<file path="config.mk">
export PLATFORM = sky130hd
export DESIGN_NAME = instruction_fetch_unit
export DESIGN_NICKNAME = d
export VERILOG_FILES = /design/src/rtl/instruction_fetch_unit_pkg.sv /design/src/rtl/instruction_fetch_unit.sv
export SDC_FILE = /design/constraint.sdc
export NUM_CORES = 1
export LEC_CHECK = 0
export BUFFER_PORTS_ARGS = -buffer_cell sky130_fd_sc_hd__buf_2
export CAP_MARGIN = 20
export CORE_AREA = 2 2 77 79
export DETAILED_ROUTE_END_ITERATION = 12
export DIE_AREA = 0 0 79 81
export GPL_ROUTABILITY_DRIVEN = 0
export PLACE_DENSITY = 0.94
export SYNTH_ARGS = -nofsm -noshare
export SYNTH_HDL_FRONTEND = slang
export SYNTH_SLANG_ARGS = --single-unit
</file>
<file path="constraint.sdc">
create_clock -name clk -period 5.78 [get_ports clk]
set_input_delay 0.867 -clock clk [delete_from_list [all_inputs] [get_ports clk]]
set_output_delay 0.867 -clock clk [all_outputs]
set_load 0.05 [all_outputs]
</file>
<file path="src/rtl/instruction_fetch_unit_pkg.sv">
// Shared fetch-pipeline constants: default widths, HLT encoding, fetch state encoding
// and the word-address wrap helper.
package instruction_fetch_unit_pkg;

  localparam int          IFU_ADDR_W    = 10;
  localparam int          IFU_DATA_W    = 32;
  localparam logic [31:0] IFU_HALT_WORD = 32'h0000_0000;

  localparam logic [1:0] ST_FILL   = 2'd0;
  localparam logic [1:0] ST_RUN    = 2'd1;
  localparam logic [1:0] ST_HALTED = 2'd2;

  // Increment a word address and wrap it to a 'width'-bit address space.
  function automatic logic [31:0] addr_wrap_inc(input logic [31:0] addr,
                                                input int unsigned width);
    logic [31:0] mask;
    mask = (width >= 32) ? 32'hFFFF_FFFF : ((32'd1 << width) - 32'd1);
    return (addr + 32'd1) & mask;
  endfunction

endpackage

</file>
<file path="src/rtl/instruction_fetch_unit.sv">
// Requester side of a synchronous-read instruction memory: generates the fetch address,
// pairs the returned word with its PC, and handles stall, redirect and HLT.
module instruction_fetch_unit
  import instruction_fetch_unit_pkg::*;
#(
  parameter int                ADDR_W     = IFU_ADDR_W,
  parameter int                DATA_W     = IFU_DATA_W,
  parameter logic [ADDR_W-1:0] RESET_ADDR = '0,
  parameter logic [DATA_W-1:0] HALT_WORD  = DATA_W'(IFU_HALT_WORD)
) (
  input  logic              clk,
  input  logic              reset,
  input  logic              stall,
  input  logic              redirect,
  input  logic [ADDR_W-1:0] redirect_addr,
  output logic [ADDR_W-1:0] mem_addr,
  input  logic [DATA_W-1:0] mem_data,
  output logic [DATA_W-1:0] if_instr,
  output logic [ADDR_W-1:0] if_pc,
  output logic [ADDR_W-1:0] if_pc_next,
  output logic              if_valid,
  output logic              halted,
  output logic [31:0]       fetch_count
);

  logic [1:0]        state;
  logic [1:0]        state_nxt;
  logic [ADDR_W-1:0] cur_addr;
  logic [ADDR_W-1:0] addr_inc;
  logic              accept;
  logic              hlt_seen;

  assign addr_inc   = ADDR_W'(addr_wrap_inc(32'(cur_addr), ADDR_W));
  assign if_valid   = (state == ST_RUN);
  assign halted     = (state == ST_HALTED);
  assign if_instr   = if_valid ? mem_data : '0;
  assign if_pc      = cur_addr;
  assign if_pc_next = addr_inc;
  assign accept     = if_valid && !stall;
  assign hlt_seen   = accept && !redirect && (mem_data == HALT_WORD);

  // Reset pins the address so the memory sees RESET_ADDR even if a redirect is pending.
  always_comb begin
    mem_addr = addr_inc;
    if (reset)                  mem_addr = RESET_ADDR;
    else if (redirect)          mem_addr = redirect_addr;
    else if (state == ST_FILL)  mem_addr = RESET_ADDR;
    else if (state == ST_HALTED || stall) mem_addr = cur_addr;
  end

  always_comb begin
    state_nxt = ST_FILL;
    case (state)
      ST_FILL:   state_nxt = ST_RUN;
      ST_RUN:    state_nxt = hlt_seen ? ST_HALTED : ST_RUN;
      ST_HALTED: state_nxt = redirect ? ST_RUN : ST_HALTED;
      default:   state_nxt = ST_FILL;
    endcase
  end

  // cur_addr mirrors the address the memory latched, so mem_data is always rom[cur_addr].
  always_ff @(posedge clk or posedge reset) begin
    if (reset) begin
      state    <= ST_FILL;
      cur_addr <= RESET_ADDR;
    end else begin
      state    <= state_nxt;
      cur_addr <= mem_addr;
    end
  end

  always_ff @(posedge clk or posedge reset) begin
    if (reset) begin
      fetch_count <= 32'd0;
    end else if (accept && (fetch_count != 32'hFFFF_FFFF)) begin
      fetch_count <= fetch_count + 32'd1;
    end
  end

endmodule

</file>
Word level (Yosys, flattened, before mapping)
Index checks and enable logic that the tools add are counted.
{ "totals": {"register_bits": 44} }
{ "op_classes": {"addsub": 2, "n_eq_ne": 3, "mux": 8, "reduce_logical": 9} }
{ "ops": {"columns": ["operator", "count"], "rows": [
  ["10-bit 2-to-1 mux", 4],
  ["32-bit by 1-bit adder with 32-bit output (second input constant)", 1],
  ["32-bit zero test", 1],
  ["32-bit 2-to-1 mux", 1],
  ["32-bit inequality test (second input constant)", 1],
  ["10-bit by 1-bit adder with 10-bit output (second input constant)", 1],
  ["2-bit one-hot mux with 3 select lines", 1],
  ["1-bit logical AND", 4],
  ["2-bit 2-to-1 mux", 2],
  ["2-bit by 1-bit == test with 1-bit output (second input constant)", 1],
  ["2-bit == test (second input constant)", 1],
  ["1-bit zero test", 2],
  ["2-bit zero test", 1],
  ["1-bit logical OR", 1]
]} }

Longest topological paths before layout
Gate-level depths: netlist (run 1).
{ "depth": {"ltp_word": 6, "depth_mapped": 8, "mapped_depth_nobuf": 6} }

Worst setup path after synthesis (run 1)
Ideal clock, no wire load.
{ "synth_path": {"kind": "input-to-output", "from": "in reset", "to": "out mem_addr[8]", "t_arrival_ns": 2.652, "path_slack_ns": 2.261, "path_stages": 3, "cell_sequence": "clkbuf_1 -> inv_1 -> a32o_1"} }
{ "synth_via": {"elab_chain_cells": 1} }
{ "synth_rtl": {"columns": ["element", "line", "rtl"], "rows": [
  ["start: declaration", "instruction_fetch_unit.sv:12", "input logic reset,"],
  ["10-bit 2-to-1 mux", "instruction_fetch_unit.sv:45", "if (reset) mem_addr = RESET_ADDR;"],
  ["end: declaration", "instruction_fetch_unit.sv:16", "output logic [ADDR_W-1:0] mem_addr,"]
]} }
No other way between the ends.

Worst setup path after layout (run 1)
{ "layout_path": {"from": "reg cur_addr[0], in the netlist if_pc[0]", "to": "out mem_addr[8]"} }
{ "layout_via": {"elab_chain_cells": 5} }
{ "layout_rtl": {"columns": ["element", "line", "rtl"], "rows": [
  ["start: declaration", "instruction_fetch_unit.sv:28", "logic [ADDR_W-1:0] cur_addr;"],
  ["start signal: assignment", "instruction_fetch_unit.sv:68", "cur_addr <= mem_addr;"],
  ["10-bit by 1-bit adder with 10-bit output", "instruction_fetch_unit_pkg.sv:18", "return (addr + 32'd1) & mask;"],
  ["10-bit 2-to-1 mux", "instruction_fetch_unit.sv:48", "else if (state == ST_HALTED || stall) mem_addr = cur_addr;"],
  ["10-bit 2-to-1 mux", "instruction_fetch_unit.sv:47", "else if (state == ST_FILL) mem_addr = RESET_ADDR;"],
  ["10-bit 2-to-1 mux", "instruction_fetch_unit.sv:46", "else if (redirect) mem_addr = redirect_addr;"],
  ["10-bit 2-to-1 mux", "instruction_fetch_unit.sv:45", null]
]} }
No other way between the ends.

==> results.py, run 1 <==
metrics = {
    "global_routing": {
        "antenna_found_initial": 0,
        "grt_pass1_vias": 2378,
        "overflow": 0,
        "busiest_layer": "met2",
        "track_usage": 0.229,
        "use_met1": 0.315,
        "globalRouteMet3Util": 0.0422,
        "grtUsageMet2": 0.371,
        "grt_max_degree": 46,
        "grt_pass1_wl_um": 11600,
    },
    "synthesis": {
        "synth_seq_cells": 44,
        "synthArstFlopShare": 1.00,
        "synth_flop_cell": "dfrtp_1",
        "ys_warn_count": 0,
        "netlist_instances": 281,
        "synth.net_count": 329,
        "avgSynthCellArea_um2": 9.39,
        "seq_area_frac_synth": 0.417,
        "yosysUniqueCellTypes": 37,
        "synth_area_um2": 2640,
        "synth_edf_count": 0,
    },
    "place": {
        "dp_cells": 491,
        "dp_hpwl_um": 5980,
        "port_buffers": 141,
    },
    "timing": {
        "tns_ns": 0,
        "timing.final.crit_share": 0.558,
        "slew_headroom": 0.468,
        "worst_pin_slew_ns": 0.796,
        "hold_viol": 0,
        "setup_viol_count_final": 0,
        "rsz0062_at_grt": "no",
        "clock.fmax_mhz": 310,
        "report.final.slew_viol_count": 0,
        "skew_ns": 0.00523,
        "fin_crit_ns": 3.22,
    },
    "setup_path": {
        "path_class": "reg2out",
        "worstSetupEndpointType": "output port",
        "crit_fanout": 5,
        "required_ns": 4.91,
        "critPathBufInv": 1,
        "cp_cell_sequence": "ha_1, nand3_1, nor4_1, nand3_1, xnor2_1, a32o_1, buf_2",
        "critical-path-top-delay-family": "simple AND/OR/NAND/NOR gates",
        "crit_top_cell": "nand3_1",
        "start_kind": "flip-flop",
        "cp_slowest_cell": "dfrtp_1",
        "critPathMaxStageDelay_ns": 0.44,
        "crit_arrival_ns": 2.36,
    },
    "clock_tree": {
        "cts-root-buf": "clkbuf_8",
        "cts_buffers": 5,
        "h-tree-depth": 2,
        "ctsResizeCount": 0,
        "cts_tree": "done",
        "clkLatencyLatePin_ns": 0.28,
        "path_clk_slew_ns": 0.08,
        "post-cts-setup-buffer-count": 0,
        "cts_hold_buf": 0,
        "cts_max_path_buffers": 2,
        "cts.sinks": 44,
    },
    "layout": {
        "multi_input_area_um2": 1490,
        "area.sequential_um2": 1100,
        "diodes": 0,
        "nets": 471,
        "layout_common_cells": "141 x buf_2, 44 x dfrtp_1, 33 x and2_1, 29 x xnor2_1, 27 x nand3_1",
        "final_cells": 499,
        "final_common_cell": "buf_2",
        "drive_above_1_share": 0.373,
        "area_growth_pct": 34.6,
        "final.fill_count": 495,
    },
    "run": {
        "cap_violations": 0,
    },
    "floorplanning": {
        "fp.coreArea_um2": 5680,
        "die-area_um2": 6400,
        "io-pin-count": 142,
        "rows": 28,
        "die_x_um": 79,
        "initial_core_util": 0.465,
        "die_y_um": 81,
    },
    "routing": {
        "ant_nets": 0,
        "vias_per_cell": 5.34,
        "dr.pass1.iters": 4,
        "num_vias": 2666,
        "drc_errors": 0,
        "wire_per_inst_um": 15.2,
        "drt-initial-drc-count": 207,
        "totalWireLength_um": 7570,
    },
    "power_and_ir_drop": {
        "leakagePower_nw": 1.86,
        "peakVddDrop_uv": 378,
        "powerDensity_nw_per_um2": 266,
    },
    "min_path": {
        "min_path_type": "reg2reg",
    },
    "run_status": {
        "status": "finished, final reports clean",
    },
}
-- state kept, by name, summed over array words and instances (netlist names) --
name         flops
fetch_count     32
if_pc           10
state            2
-- where the power goes --
group	total [mW]	internal (mW)	switching [mW]	leakage (nW)
clock	0.244	0.141	0.103	0.0614
sequential	0.374	0.335	0.0387	0.591
combinational	0.326	0.0875	0.239	1.20
-- worst register-to-register path: stages, from the launching register on --
cell     delay, ns
dfrtp_1       0.44
ha_1          0.20
and3_1        0.29
nand2_1       0.12
or4b_1        0.70
and2_4        0.25
mux2_4        0.29
-- stage by stage --
stage          power [mW]  setup slack (ns)   util  area [um^2]  hold slack (ns)
5_1_grt             0.980              2.41  0.626         3550            0.540
2_1_floorplan       0.616              2.26      -         2640            0.476
4_1_cts             0.952              2.58  0.626         3550            0.517
3_3_place_gp        0.697              2.75  0.602         3420            0.491
6_report            0.944              2.56  0.626         3550            0.512
3_5_place_dp        0.705              2.74  0.604         3430            0.499
-- final timing paths --
check | start | to | slack (ns) | cells after the start
min in group asynchronous | reset | if_pc[8] | 0.81 | 3
worst max register to register | fetch_count[0] | fetch_count[1] | 3.39 | 6
worst min register to register | fetch_count[3] | fetch_count[3] | 0.51 | 1
worst min-delay path | fetch_count[3] | fetch_count[3] | 0.51 | 1
max in group asynchronous | reset | fetch_count[5] | 4.58 | 3
worst max-delay path | if_pc[0] | mem_addr[8] | 2.56 | 7
-- kinds of logic after synthesis --
logic type	after synthesis	synth area share
DFF	44	0.417
muxes	2	0.00996
xor gates and xnor gates	47	0.156
adders and majority gates	2	0.00948
and+or+nand+nor	156	0.341
buffers and inverters	13	0.0190
AOI/OAI and AO/OA	17	0.0474
-- area by class of cell --
cell class | count | area share
Clock buffer | 6 | 0.0233
Timing Repair Buffer | 144 | 0.206
Multi-Input combinational cell | 224 | 0.419
Sequential cell | 44 | 0.310
Inverter | 4 | 0.00423
Tap cell | 75 | 0.0264
Clock inverter | 2 | 0.0109
-- layer usage --
metal,routed length (um),vias to the layer above,part of all wire
met5,0,-,0
met4,119,0,0.016
met3,488,16,0.065
met2,3630,120,0.48
met1,3320,1247,0.44
li1,-,1283,-
-- cell usage after synthesis, types with 2 or more instances --
master     n  area [um^2]
and4_1     6         52.6
nor2b_1    3         18.8
and3_1    13         81.3
clkbuf_1   8         30.0
nand2_1   11         41.3
nand3_1   27          135
a22oi_1    7         52.6
nand2b_1   2         12.5
inv_1      4         15.0
a21oi_1    3         15.0
or4b_1     2         20.0
xnor2_1   29          254
xor2_1    18          158
nor2_1    18         67.6
ha_1       2         25.0
nand4_1   12         75.1
a22o_1     2         17.5
nand3_2    2         20.0
and2_1    33          206
nor3_1     9         45.0
nor4_1    10         62.6
nor3b_1    2         15.0
dfrtp_1   44         1100
Power figures use the tool's default switching activity.
==> run 2, diff against run 1 <==
--- a/config.mk
+++ b/config.mk
@@ -7,11 +7,11 @@
 export LEC_CHECK = 0
 export BUFFER_PORTS_ARGS = -buffer_cell sky130_fd_sc_hd__buf_2
 export CAP_MARGIN = 20
-export CORE_AREA = 2 2 77 79
+export CORE_AREA = 2 2 84 86
 export DETAILED_ROUTE_END_ITERATION = 12
-export DIE_AREA = 0 0 79 81
+export DIE_AREA = 0 0 86 88
 export GPL_ROUTABILITY_DRIVEN = 0
-export PLACE_DENSITY = 0.94
+export PLACE_DENSITY = 0.85
 export SYNTH_ARGS = -nofsm -noshare
 export SYNTH_HDL_FRONTEND = slang
 export SYNTH_SLANG_ARGS = --single-unit
==> constraint.sdc (replaced) <==
create_clock -name clk -period 2.8 [get_ports clk]
set_input_delay 0.42 -clock clk [delete_from_list [all_inputs] [get_ports clk]]
set_output_delay 0.42 -clock clk [all_outputs]
set_load 0.05 [all_outputs]
==> run 2 against run 1 <==
Compared with the run above:
- clock-buffer cell count down 1
- die area up 18%
- final area up 1.4%
- highest routed layer unchanged
- register-to-register slack worse by 2.9 ns
- largest cell class unchanged
- critical path depth unchanged
- first-iteration DRC count down 61%
- cell count up 1.0%
- non-clock buffer count unchanged
==> results.py, run 2 (same netlist as run 1, synthesis figures left out) <==
metrics = {
    "clock_tree": {
        "h-tree-depth": 2,
        "cts-root-buf": "clkbuf_8",
        "path_clk_slew_ns": 0.08,
        "cts.sinks": 44,
        "cts_max_path_buffers": 2,
        "cts_tree": "done",
        "cts_hold_buf": 0,
        "clkLatencyLatePin_ns": 0.30,
        "post-cts-setup-buffer-count": 0,
        "ctsResizeCount": 0,
        "cts_buffers": 5,
    },
    "timing": {
        "slew_headroom": 0.554,
        "setup_viol_count_final": 0,
        "fin_crit_ns": 2.65,
        "clock.fmax_mhz": 378,
        "rsz0062_at_grt": "no",
        "tns_ns": 0,
        "skew_ns": 0.00587,
        "worst_pin_slew_ns": 0.665,
        "report.final.slew_viol_count": 0,
        "hold_viol": 0,
        "timing.final.crit_share": 0.945,
    },
    "routing": {
        "ant_nets": 0,
        "drc_errors": 0,
        "drt-initial-drc-count": 81,
        "wire_per_inst_um": 14.7,
        "dr.pass1.iters": 4,
        "vias_per_cell": 5.28,
        "num_vias": 2662,
        "totalWireLength_um": 7390,
    },
    "setup_path": {
        "r2r_cells": 6,
        "rrSetupSlack_ns": 0.47,
        "crit_fanout": 5,
        "r2r_start": "fetch_count[0]",
        "path_class": "reg2out",
        "path_depth": 7,
        "crit_top_cell": "nand3_1",
        "cp_slowest_cell": "dfrtp_1",
        "critPathBufInv": 1,
        "worstSetupStartpoint": "if_pc[0]",
        "required_ns": 2.38,
        "worstSetupEndpointType": "output port",
        "cp_cell_sequence": "ha_1, nand3_1, nor4_2, nand3_1, xnor2_1, a32o_1, buf_2",
        "critical-path-top-delay-family": "simple AND/OR/NAND/NOR gates",
        "crit_arrival_ns": 2.23,
        "start_kind": "flip-flop",
        "critPathMaxStageDelay_ns": 0.42,
        "crit_path_end": "mem_addr[8]",
        "rr_endpoint": "fetch_count[1]",
    },
    "global_routing": {
        "overflow": 0,
        "antenna_found_initial": 0,
        "track_usage": 0.196,
        "grt_pass1_vias": 2583,
        "grt_pass1_wl_um": 12000,
        "grt_max_degree": 45,
    },
    "floorplanning": {
        "die_x_um": 86,
        "rows": 30,
        "io-pin-count": 142,
        "initial_core_util": 0.397,
        "die-area_um2": 7570,
        "fp.coreArea_um2": 6640,
        "die_y_um": 88,
    },
    "min_path": {
        "min_path_cells": 2,
        "min_path_type": "in2reg",
    },
    "layout": {
        "layout_common_cells": "141 x buf_2, 44 x dfrtp_1, 33 x and2_1, 29 x xnor2_1, 27 x nand3_1",
        "area_growth_pct": 36.4,
        "drive_above_1_share": 0.377,
        "final_util": 0.542,
        "diodes": 0,
        "largest_reg_flops": 32,
        "multi_input_area_um2": 1500,
        "final.fill_count": 615,
        "final_cells": 504,
        "largest_register": "fetch_count",
        "nets": 471,
        "final_common_cell": "buf_2",
        "area.sequential_um2": 1100,
    },
    "place": {
        "dp_cells": 496,
        "port_buffers": 141,
        "dp_hpwl_um": 5830,
    },
    "power_and_ir_drop": {
        "peakVddDrop_uv": 757,
        "leakagePower_nw": 1.87,
        "powerDensity_nw_per_um2": 585,
    },
    "run_status": {
        "status": "finished, final reports clean",
    },
    "run": {
        "cap_violations": 0,
    },
}
run 2: final cells by class:
class / instances / area share
flip-flops and latches: 44 / 0.306
well taps: 80 / 0.0278
clock inverters: 3 / 0.0250
inverters: 4 / 0.00417
multi-input cells: 224 / 0.416
repair buffers: 144 / 0.202
clock buffers: 5 / 0.0191
run 2: power by group:
| group | internal [mW] | leakage [nW] | switching [mW] |
|---|---|---|---|
| sequential | 0.692 | 0.591 | 0.0804 |
| combinational | 0.181 | 1.21 | 0.487 |
| clock | 0.446 | 0.0784 | 0.220 |
| total | 1.32 | 1.87 | 0.788 |
run 2: metrics by stage:
stage / worst slack (ns) / power, mW / instance area, um^2 / hold slack (ns)
floorplan: 0.118 / 1.27 / 2640 / 0.476
finish: 0.154 / 2.11 / 3600 / 0.364
global route: 0.0132 / 2.20 / 3600 / 0.369
CTS: 0.0528 / 2.13 / 3590 / 0.353
detailed placement: 0.402 / 1.45 / 3430 / 0.507
global placement: 0.481 / 1.44 / 3430 / 0.495
run 2: worst min path at each step:
stage	from	end	slack [ns]
floorplan	state[0]	state[1]	0.48
global placement	state[0]	state[1]	0.49
detailed placement	fetch_count[3]	fetch_count[3]	0.51
CTS	redirect_addr[7]	if_pc[7]	0.35
global route	redirect_addr[7]	if_pc[7]	0.37
finish	redirect_addr[7]	if_pc[7]	0.36
run 2: routing by layer:
metal,vias to the layer above,wire [um],global-route usage
li1,1290,-,-
met1,1259,3270,0.250
met2,101,3630,0.337
met3,12,404,0.0320
met4,0,84,0.0736
met5,-,0,0
==> run 3, diff against run 2 <==
--- a/config.mk
+++ b/config.mk
@@ -11,7 +11,8 @@
 export DETAILED_ROUTE_END_ITERATION = 12
 export DIE_AREA = 0 0 86 88
 export GPL_ROUTABILITY_DRIVEN = 0
-export PLACE_DENSITY = 0.85
+export GPL_TIMING_DRIVEN = 0
+export PLACE_DENSITY_LB_ADDON = 0.2
 export SYNTH_ARGS = -nofsm -noshare
 export SYNTH_HDL_FRONTEND = slang
 export SYNTH_SLANG_ARGS = --single-unit
==> run 3 against run 2 <==
Compared with the run above:
- power fell by 12%
- sequential power decreased by 0.8%
- flip-flop and latch count unchanged
- via count fell by 2.8%
- non-clock buffer count up 6
- global-route usage hardly changed
- clock-buffer cell count up 3
- utilization shrank 0.49 points
- critical path type unchanged
- largest cell class unchanged
- largest power group unchanged
==> results.py, run 3 (same netlist as run 1, synthesis figures left out) <==
metrics = {
    "setup_path": {
        "worstSetupEndpointType": "output port",
        "rr_endpoint": "fetch_count[1]",
        "crit_fanout": 5,
        "r2r_start": "fetch_count[0]",
        "r2r_cells": 8,
        "rrSetupSlack_ns": 0.39,
        "path_class": "reg2out",
        "critPathMaxStageDelay_ns": 0.42,
        "critical-path-top-delay-family": "simple AND/OR/NAND/NOR gates",
        "crit_arrival_ns": 2.23,
        "critPathBufInv": 1,
        "cp_cell_sequence": "ha_1, nand3_1, nor4_4, nand3_1, xnor2_1, a32o_1, buf_2",
        "start_kind": "flip-flop",
        "required_ns": 2.38,
        "cp_slowest_cell": "dfrtp_1",
        "crit_top_cell": "nand3_1",
    },
    "floorplanning": {
        "initial_core_util": 0.397,
        "rows": 30,
        "die-area_um2": 7570,
        "die_x_um": 86,
        "io-pin-count": 142,
        "die_y_um": 88,
        "fp.coreArea_um2": 6640,
    },
    "routing": {
        "vias_per_cell": 5.07,
        "totalWireLength_um": 7280,
        "dr.pass1.iters": 4,
        "num_vias": 2588,
        "drt-initial-drc-count": 139,
        "wire_per_inst_um": 14.3,
        "drc_errors": 0,
        "ant_nets": 0,
    },
    "global_routing": {
        "grt_pass1_wl_um": 11900,
        "grtUsageMet2": 0.309,
        "globalRouteMet3Util": 0.0368,
        "antenna_found_initial": 0,
        "grt_pass1_vias": 2366,
        "grt_max_degree": 32,
        "track_usage": 0.197,
        "overflow": 0,
        "busiest_layer": "met2",
        "use_met1": 0.277,
    },
    "layout": {
        "largest_reg_flops": 32,
        "final_util": 0.537,
        "layout_common_cells": "141 x buf_2, 44 x dfrtp_1, 33 x and2_1, 29 x xnor2_1, 27 x nand3_1",
        "nets": 477,
        "area_growth_pct": 35.2,
        "diodes": 0,
        "final_common_cell": "buf_2",
        "largest_register": "fetch_count",
        "drive_above_1_share": 0.365,
        "final.fill_count": 649,
    },
    "clock_tree": {
        "cts.sinks": 44,
        "cts_max_path_buffers": 2,
        "cts_tree": "done",
        "cts_buffers": 5,
        "post-cts-setup-buffer-count": 0,
        "h-tree-depth": 2,
        "clkLatencyLatePin_ns": 0.29,
        "cts-root-buf": "clkbuf_8",
        "path_clk_slew_ns": 0.08,
    },
    "power_and_ir_drop": {
        "powerDensity_nw_per_um2": 519,
        "leakagePower_nw": 1.84,
        "peakVddDrop_uv": 667,
    },
    "run": {
        "cap_violations": 0,
    },
    "place": {
        "dp_hpwl_um": 5820,
        "port_buffers": 140,
    },
    "timing": {
        "skew_ns": 0.00965,
        "timing.final.crit_share": 0.947,
        "slew_headroom": 0.511,
        "report.final.slew_viol_count": 0,
        "tns_ns": 0,
        "clock.fmax_mhz": 377,
        "hold_viol": 0,
        "fin_crit_ns": 2.65,
        "setup_viol_count_final": 0,
        "worst_pin_slew_ns": 0.729,
    },
    "min_path": {
        "min_path_type": "in2async",
    },
    "run_status": {
        "status": "finished, final reports clean",
    },
}
-- run 3: cell types whose count changed in the layout (fill, tap and decap cells not counted), sizes merged --
cell and delta:
clkbuf +11, bufinv -3, buf -2
-- run 3: power breakdown --
part           switching, mW  internal, mW  total [mW]
sequential            0.0745         0.692       0.766
clock                  0.207         0.201       0.408
combinational          0.492         0.183       0.676
total                  0.774          1.08        1.85
-- run 3: per-layer routing --
metal	part of all wire	vias to the layer above
li1	-	1292
met1	0.46	1199
met2	0.46	87
met3	0.059	10
met4	0.017	0
met5	0	-
-- run 3: area by class of cell --
cell class | count | area (um^2) | share of cell area
Multi-Input combinational cell | 224 | 1510 | 0.422
Sequential cell | 44 | 1100 | 0.309
Timing Repair Buffer | 141 | 721 | 0.202
Tap cell | 80 | 100 | 0.0281
Clock buffer | 8 | 90.1 | 0.0253
Buffer | 9 | 35.0 | 0.00982
Inverter | 4 | 15.0 | 0.00421
-- run 3: how the worst max path moves through the flow --
stage	start	end	slack [ns]	cells past startpoint
floorplan	if_pc[1]	if_pc_next[8]	0.12	5
global placement	reset	mem_addr[8]	-0.28	4
detailed placement	if_pc[1]	mem_addr[8]	0.34	7
CTS	if_pc[1]	mem_addr[8]	0.03	7
global route	if_pc[0]	mem_addr[8]	-0.002	7
finish	if_pc[1]	mem_addr[8]	0.15	7
-- run 3: per-stage QoR --
step | cells | hold WS, ns | power (mW) | setup slack, ns | area, um^2
final | 510 | 0.274 | 1.85 | 0.148 | 3570
after global routing | 510 | 0.316 | 1.94 | -0.00228 | 3570
after CTS | 510 | 0.270 | 1.86 | 0.0256 | 3550
after detailed placement | 502 | 0.498 | 1.46 | 0.344 | 3460
after global placement | 501 | 0.493 | 1.44 | -0.277 | 3440
after floorplan | 281 | 0.476 | 1.27 | 0.118 | 2640
-- run 3: timing repair --
item                                    in CTS  in global routing
resized for setup                            0                  2
endpoints found under the setup margin       0                  2
hold buffers                                 0                  0
-- run 3: worst reg2reg max path: stages, from the launching register on --
cell	delay (ns)
dfrtp_1	0.43
ha_1	0.19
and3_1	0.15
clkbuf_1	0.25
nand2_1	0.13
or4b_1	0.50
buf_2	0.19
and2_4	0.19
mux2_4	0.28
